`src/rtl/mux_scan_sequencer.sv`:
```
// Select sequencer for a 4:1 bit mux: steps through enabled channels, dwells,
// captures each mux bit, then hands the assembled 4-bit snapshot downstream.
//
//   state  | meaning
//   IDLE   | waiting for start with a non-empty channel mask
//   SETTLE | sel held for DWELL cycles, then mux bit captured
//   DONE   | snapshot valid, waiting for ready
module mux_scan_sequencer #(
    parameter int DWELL = 4,
    parameter int CNT_W = 8
) (
    input  logic       clk,
    input  logic       reset_n,
    input  logic       start,
    input  logic [3:0] chan_en,
    input  logic       z_in,
    output logic [1:0] sel,
    output logic       busy,
    output logic [3:0] sample,
    output logic       valid,
    input  logic       ready
);

    typedef enum logic [1:0] {
        IDLE,
        SETTLE,
        DONE
    } state_t;

    localparam logic [CNT_W-1:0] CNT_LAST = CNT_W'(DWELL - 1);

    state_t           state, state_nxt;
    logic [1:0]       sel_nxt;
    logic [3:0]       sample_nxt;
    logic [3:0]       mask, mask_nxt;
    logic [CNT_W-1:0] cnt, cnt_nxt;
    logic [3:0]       higher;

    function automatic logic [1:0] lowest(input logic [3:0] v);
        if (v[0])      return 2'd0;
        else if (v[1]) return 2'd1;
        else if (v[2]) return 2'd2;
        else           return 2'd3;
    endfunction

    // Enabled channels strictly above the one currently selected.
    assign higher = mask & (4'b1110 << sel);

    always_ff @(posedge clk or negedge reset_n) begin
        if (!reset_n) begin
            state  <= IDLE;
            sel    <= 2'd0;
            sample <= 4'd0;
            mask   <= 4'd0;
            cnt    <= '0;
        end else begin
            state  <= state_nxt;
            sel    <= sel_nxt;
            sample <= sample_nxt;
            mask   <= mask_nxt;
            cnt    <= cnt_nxt;
        end
    end

    always_comb begin
        state_nxt  = state;
        sel_nxt    = sel;
        sample_nxt = sample;
        mask_nxt   = mask;
        cnt_nxt    = cnt;
        case (state)
            IDLE: begin
                if (start && (chan_en != 4'd0)) begin
                    mask_nxt   = chan_en;
                    sample_nxt = 4'd0;
                    cnt_nxt    = '0;
                    sel_nxt    = lowest(chan_en);
                    state_nxt  = SETTLE;
                end
            end
            SETTLE: begin
                if (cnt == CNT_LAST) begin
                    sample_nxt[sel] = z_in;
                    cnt_nxt         = '0;
                    if (higher != 4'd0) sel_nxt = lowest(higher);
                    else                state_nxt = DONE;
                end else begin
                    cnt_nxt = cnt + CNT_W'(1);
                end
            end
            DONE: begin
                if (ready) state_nxt = IDLE;
            end
            default: state_nxt = IDLE;
        endcase
    end

    assign busy  = (state != IDLE);
    assign valid = (state == DONE);

endmodule

```
`config.mk`:
```
export PLATFORM = sky130hd
export DESIGN_NAME = mux_scan_sequencer
export DESIGN_NICKNAME = d
export VERILOG_FILES = /design/src/rtl/mux_scan_sequencer.sv
export SDC_FILE = /design/constraint.sdc
export NUM_CORES = 1
export LEC_CHECK = 0
export CAP_MARGIN = 25
export CORE_ASPECT_RATIO = 0.9
export CORE_MARGIN = 2
export CORE_UTILIZATION = 47
export DETAILED_ROUTE_END_ITERATION = 8
export PLACE_DENSITY = 0.74
export SLEW_MARGIN = 40
export SYNTH_ARGS = -nofsm -noshare
export SYNTH_HDL_FRONTEND = slang
export SYNTH_SLANG_ARGS = --single-unit
```
`constraint.sdc`:
```
create_clock -name clk -period 2.1 [get_ports clk]
set_clock_uncertainty 0.1 [all_clocks]
set_input_delay 0.315 -clock clk [delete_from_list [all_inputs] [get_ports clk]]
set_output_delay 0.315 -clock clk [all_outputs]
set_load 0.005 [all_outputs]
```
==> results.py, run 1 <==
metrics = {
    "finish": {
        "drive_above_1_share_pct": 20.00,
        "nFillCells": 207,
        "stdcell_count": 172,
        "area_delta_synth_final_pct": 24.97,
        "diodes": 0,
        "final_util_pct": 61.70,
        "final_nets": 156,
    },
    "routing": {
        "ant_nets": 0,
        "postRouteWirelength_microns": 2656,
        "first_pass_iters": 4,
        "routedWlPerCell_microns": 15.44,
        "vias": 1033,
        "drt_iter0_markers": 39,
        "viasPerCell": 6.006,
        "route.detailed.drc": 0,
    },
    "grt": {
        "grt_pass1_wl_microns": 4202,
        "grt_pass1_vias": 889,
        "antenna_found_initial": 0,
        "grt_max_degree": 20,
        "grt_use_total_pct": 21.77,
        "overflow": 0,
    },
    "placed_design": {
        "dp_hpwl_microns": 1819,
        "io_buffers": 16,
        "gp_congestion": 0.9121,
        "placed_cells": 164,
    },
    "sta": {
        "worst_slack_ns": -0.03065,
        "setup_viol": 1,
        "slew_violations": 0,
        "hold_viol": 0,
        "tns_ns": -0.03065,
        "period_needed_ns": 2.131,
        "rsz0062_at_grt": "yes",
        "clock.fmax_mhz": 469.3,
        "min_period_over_period_pct": 101.5,
        "tightestPinTransition_ns": 0.5804,
        "maxSlewHeadroom_pct": 61.31,
    },
    "worst_setup_path": {
        "cp_slowest_cell": "or4b_4",
        "r2r-start": "cnt[1]",
        "r2r.worst_path.cells": 5,
        "end_kind": "register",
        "critPathKind": "reg2reg",
        "arrival_ns": 2.23,
        "critPathLaunch": "cnt[1]",
        "cp_cell_sequence": "ha_2 > or4b_4 > nor4_4 > a21oi_1 > a31o_2",
        "endpoint": "sample[2]",
        "worstReg2RegEnd": "sample[2]",
        "cp_slowest_stage_delay_ns": 0.54,
        "required_ns": 2.20,
        "r2r_setup_slack_ns": -0.03,
        "critPathLaunchType": "register",
        "worst-path-max-fanout": 4,
    },
    "run_status": {
        "outcome": "complete, but fails checks",
        "violations": "setup timing",
    },
    "synthesis": {
        "synth_edf_count": 0,
        "synth_area_leaders": "dfrtp_1, nand2_1, o21ai_0, nor4_4, a21oi_1",
        "synth_seq_area_share_pct": 44.13,
        "syn-num-nets": 130,
        "ys_warn_count": 0,
        "async_flop_share_pct": 100.0,
        "synth_area_leader_cell": "dfrtp_1",
        "synth_ff_type": "dfrtp_1",
        "syn_inst": 120,
        "ys_ff_latch": 19,
        "synth_top_cells_by_count": "nand2_1, dfrtp_1, o21ai_0",
        "avgSynthCellArea_sq_um": 8.977,
        "post-synth-top-area-fraction_pct": 44.13,
        "synthesis.area_sq_um": 1077,
        "synth_cell_types": 35,
        "yosysMostFrequentCell": "nand2_1",
    },
    "floorplan": {
        "fp.dieH_microns": 49.42,
        "start_util_pct": 49.37,
        "die_area_sq_um": 2692,
        "row_count": 16,
        "die_x_microns": 54.47,
        "boundaryPins": 17,
        "core_sq_um": 2182,
    },
    "cts": {
        "clk_pin_slew_ns": 0.11,
        "clock-sinks": 19,
        "cts_tree": "done",
        "cts_max_level": 1,
        "clockBufferDepth": 2,
        "cts-root-buf": "clkbuf_4",
        "cts_buffers": 3,
        "hold_buffers": 0,
        "clock_latency_ns": 0.30,
    },
    "power": {
        "vdd.ir_drop.worst_v": 0.0007424,
        "power_density_nw_per_um2": 1260,
        "leakagePower_nw": 0.5830,
    },
    "flow_run": {
        "drv_cap": 0,
    },
    "worst_hold_path": {
        "hold_path.class": "in2async",
    },
}
## where the power goes
group	leakage (nW)	switching [mW]	internal (mW)
combinational	0.321	0.474	0.426
clock	0.0150	0.115	0.0740
sequential	0.247	0.125	0.483
total	0.583	0.714	0.983
## worst max-delay path, delay by kind of cell, from the launching register on
kind / cells / cell delay, ns
and+or+nand+nor: 2 / 0.95
adders and majority gates: 1 / 0.20
AOI/OAI and AO/OA: 2 / 0.39
DFF: 1 / 0.39
## kinds of logic after synthesis
family,count (synthesis),synth area share (%)
buffers and inverters,9,4.993
adders and majority gates,1,1.161
DFF,19,44.14
AOI/OAI and AO/OA,36,20.79
and+or+nand+nor,55,28.92
## final cells by class
type	instances	area (sq um)	area share, %
clock buffers	4	26.28	1.952
inverters	4	15.01	1.115
multi-input cells	92	560.5	41.64
flip-flops and latches	19	475.5	35.32
well taps	27	33.78	2.509
repair buffers	26	235.2	17.47
## layout by cell type (no fill, tap or decap), types with 3 or more instances in the layout
master,instances
a21oi_1,8
a31o_2,4
buf_4,10
clkbuf_4,3
clkdlybuf4s50_1,16
dfrtp_1,19
inv_1,4
nand2_1,24
nand2b_1,3
nand3_1,3
nor2_1,3
nor2b_1,4
o21ai_0,13
## metal layers
layer	track usage (%)	wire length (microns)	share of wire [%]	up-vias
li1	-	-	-	481
met1	32.02	1169	44	466
met2	30.92	1171	44	73
met3	4.908	246	9.3	13
met4	7.917	68	2.6	0
met5	0	0	0	-
## sequential cells by signal, summed over array words and instances (netlist names)
signal and flops:
state 2, mask 3, cnt 8, sample 4
sel 2
## timing repair
| item | 4_1_cts | 5_1_grt |
|---|---|---|
| endpoints found under the setup margin | 1 | 11 |
| pin swaps | 0 | 2 |
| cloned | 0 | 0 |
| gates resized for setup | 1 | 4 |
| buffers inserted | 2 | 2 |
## worst min path at each step
| stage | to | depth (start not counted) | from | slack (ns) |
|---|---|---|---|---|
| final | cnt[0] | 2 | reset_n | 0.23 |
| after global routing | cnt[3] | 2 | reset_n | 0.24 |
| after CTS | cnt[0] | 2 | reset_n | 0.24 |
| after detailed placement | cnt[7] | 1 | cnt[7] | 0.38 |
| after global placement | cnt[7] | 1 | cnt[7] | 0.37 |
| after floorplan | cnt[0] | 0 | reset_n | -0.08 |
## through the flow
| step | hold WS [ns] | cell area, sq um | worst slack, ns | total power [mW] |
|---|---|---|---|---|
| 6_report | 0.2295 | 1346 | -0.03065 | 1.697 |
| 5_1_grt | 0.2385 | 1346 | -0.08314 | 1.827 |
| 4_1_cts | 0.2356 | 1324 | 0.009939 | 1.640 |
| 3_5_place_dp | 0.3786 | 1277 | -0.01359 | 1.408 |
| 3_3_place_gp | 0.3665 | 1277 | 0.02855 | 1.387 |
| 2_1_floorplan | -0.08059 | 1077 | 0.1312 | 1.142 |
Note: power is estimated with default switching activity, not from simulation.
==> inputs of run 2 (changes only) <==
--- a/config.mk
+++ b/config.mk
@@ -8,10 +8,9 @@
 export CAP_MARGIN = 25
 export CORE_ASPECT_RATIO = 0.9
 export CORE_MARGIN = 2
-export CORE_UTILIZATION = 47
+export CORE_UTILIZATION = 40
 export DETAILED_ROUTE_END_ITERATION = 8
-export PLACE_DENSITY = 0.74
-export SLEW_MARGIN = 40
+export SLEW_MARGIN = 20
 export SYNTH_ARGS = -nofsm -noshare
 export SYNTH_HDL_FRONTEND = slang
 export SYNTH_SLANG_ARGS = --single-unit
==> run 2 against run 1 <==
Global-route usage is 3.9 points lower. Critical path type unchanged. Critical endpoint is now sample[0]. Combinational power is 7.1% lower. Via count is 8.4% lower. Setup slack better by 0.076 ns. Largest cell class unchanged. Clock-buffer cell count stayed put. The flow finishes with violations (DRC).
==> results.py, run 2 (same netlist as run 1, synthesis figures left out) <==
metrics = {
    "worst_setup_path": {
        "critPathLaunchType": "register",
        "r2r_setup_slack_ns": 0.05,
        "r2r.worst_path.cells": 5,
        "cp_slowest_stage_delay_ns": 0.54,
        "cp_num_buf_inv": 0,
        "end_kind": "register",
        "crit_family": "simple AND/OR/NAND/NOR gates",
        "critPathKind": "reg2reg",
        "r2r-start": "cnt[1]",
        "worstReg2RegEnd": "sample[0]",
        "cp_slowest_cell": "or4b_4",
        "required_ns": 2.20,
        "cp_cell_sequence": "ha_2 > or4b_4 > nor4_4 > a21oi_1 > a31o_2",
        "arrival_ns": 2.15,
        "worst-path-max-fanout": 6,
    },
    "cts": {
        "clock_latency_ns": 0.30,
        "clk_pin_slew_ns": 0.11,
        "cts_tree": "done",
        "cts_buffers": 3,
        "clockBufferDepth": 2,
        "cts_max_level": 1,
        "cts-root-buf": "clkbuf_4",
        "clock-sinks": 19,
    },
    "sta": {
        "tns_ns": 0,
        "clock.fmax_mhz": 486.8,
        "period_needed_ns": 2.054,
        "slew_violations": 0,
        "worst_slack_ns": 0.04578,
        "min_period_over_period_pct": 97.82,
        "setup_viol": 0,
        "tightestPinTransition_ns": 0.5284,
        "maxSlewHeadroom_pct": 64.78,
        "hold_viol": 0,
    },
    "grt": {
        "grt_pass1_wl_microns": 4112,
        "grt_max_degree": 20,
        "antenna_found_initial": 0,
        "grt_pass1_vias": 869,
        "overflow": 0,
        "grt_use_total_pct": 17.83,
    },
    "finish": {
        "diodes": 0,
        "top_regs": "cnt (8), sample (4), mask (3)",
        "final_common_cell": "nand2_1",
        "top_register": "cnt",
        "stdcell_count": 171,
        "final_cell_mix": "nand2_1, dfrtp_1, clkdlybuf4s50_1, o21ai_0",
        "drive_above_1_share_pct": 17.48,
        "largest_register_ffs": 8,
        "final_nets": 154,
        "nFillCells": 224,
        "area_delta_synth_final_pct": 23.23,
    },
    "floorplan": {
        "core_sq_um": 2510,
        "fp.dieH_microns": 53.24,
        "die_area_sq_um": 3125,
        "row_count": 17,
        "die_x_microns": 58.71,
        "start_util_pct": 42.92,
        "boundaryPins": 17,
    },
    "placed_design": {
        "dp_hpwl_microns": 1800,
        "io_buffers": 16,
        "gp_congestion": 0.9058,
        "placed_cells": 165,
        "pre_cts_ws_ns": 0.001025,
    },
    "routing": {
        "first_pass_iters": 6,
        "postRouteWirelength_microns": 2417,
        "routedWlPerCell_microns": 14.13,
        "drt_iter0_markers": 37,
        "vias": 946,
        "ant_nets": 0,
        "viasPerCell": 5.532,
        "route.detailed.drc": 2,
    },
    "power": {
        "leakagePower_nw": 0.5732,
        "vdd.ir_drop.worst_v": 0.0006474,
        "power_density_nw_per_um2": 1228,
    },
    "run_status": {
        "outcome": "complete, but fails checks",
        "violations": "DRC",
    },
    "worst_hold_path": {
        "hold_path.class": "in2async",
    },
    "flow_run": {
        "drv_cap": 0,
    },
}
-- run 2: changes by cell type in the layout (fill, tap and decap cells not counted), sizes merged --
cell / before / now
buf: 10 / 8
-- run 2: through the flow --
| stage | hold slack (ns) | instance area (sq um) | power, mW | utilization, % |
|---|---|---|---|---|
| floorplan | -0.08059 | 1077 | 1.142 | - |
| global placement | 0.3701 | 1279 | 1.399 | 50.95 |
| detailed placement | 0.3807 | 1279 | 1.401 | 50.95 |
| CTS | 0.2397 | 1318 | 1.621 | 52.49 |
| global route | 0.2594 | 1328 | 1.769 | 52.89 |
| finish | 0.2332 | 1328 | 1.630 | 52.89 |
-- run 2: worst max path at each step --
stage | from | endpoint | slack [ns] | cells past startpoint
after detailed placement | cnt[0] | sel[0] | 0.001 | 6
after global placement | cnt[0] | sel[0] | -0.009 | 6
after CTS | cnt[1] | sel[0] | 0.03 | 6
after floorplan | cnt[0] | sample[2] | 0.13 | 6
final | cnt[1] | sample[0] | 0.05 | 5
after global routing | cnt[1] | sel[0] | -0.003 | 6
-- run 2: what timing repair did --
item | 4_1_cts | 5_1_grt
gates resized for setup | 1 | 1
pin swaps | 0 | 0
endpoints found under the setup margin | 1 | 4
hold buffers | 0 | 0
buffers inserted | 1 | 1
-- run 2: layer usage --
layer,up-vias,GRT usage [%],part of all wire (%)
met2,33,25.66,40
met3,4,2.445,6.0
met5,-,0,0
met4,0,7.955,1.7
li1,482,-,-
met1,427,26.37,52
-- run 2: area by class of cell --
type	instances	area (sq um)	share of cell area, %
Clock buffer	4	26.28	1.979
Inverter	4	15.01	1.131
Multi-Input combinational cell	92	555.5	41.85
Sequential cell	19	475.5	35.82
Tap cell	28	35.03	2.639
Timing Repair Buffer	24	220.2	16.59
-- run 2: report_power, final --
group / total (mW) / switching [mW] / internal, mW
sequential: 0.606 / 0.123 / 0.483
clock: 0.188 / 0.114 / 0.0741
combinational: 0.836 / 0.432 / 0.404
total: 1.63 / 0.669 / 0.961
==> inputs of run 3 (changes only) <==
--- a/config.mk
+++ b/config.mk
@@ -5,7 +5,7 @@
 export SDC_FILE = /design/constraint.sdc
 export NUM_CORES = 1
 export LEC_CHECK = 0
-export CAP_MARGIN = 25
+export CAP_MARGIN = 20
 export CORE_ASPECT_RATIO = 0.9
 export CORE_MARGIN = 2
 export CORE_UTILIZATION = 40
==> results of run 3 <==
The final DEF is identical to that of run 2; final timing and power are the same.
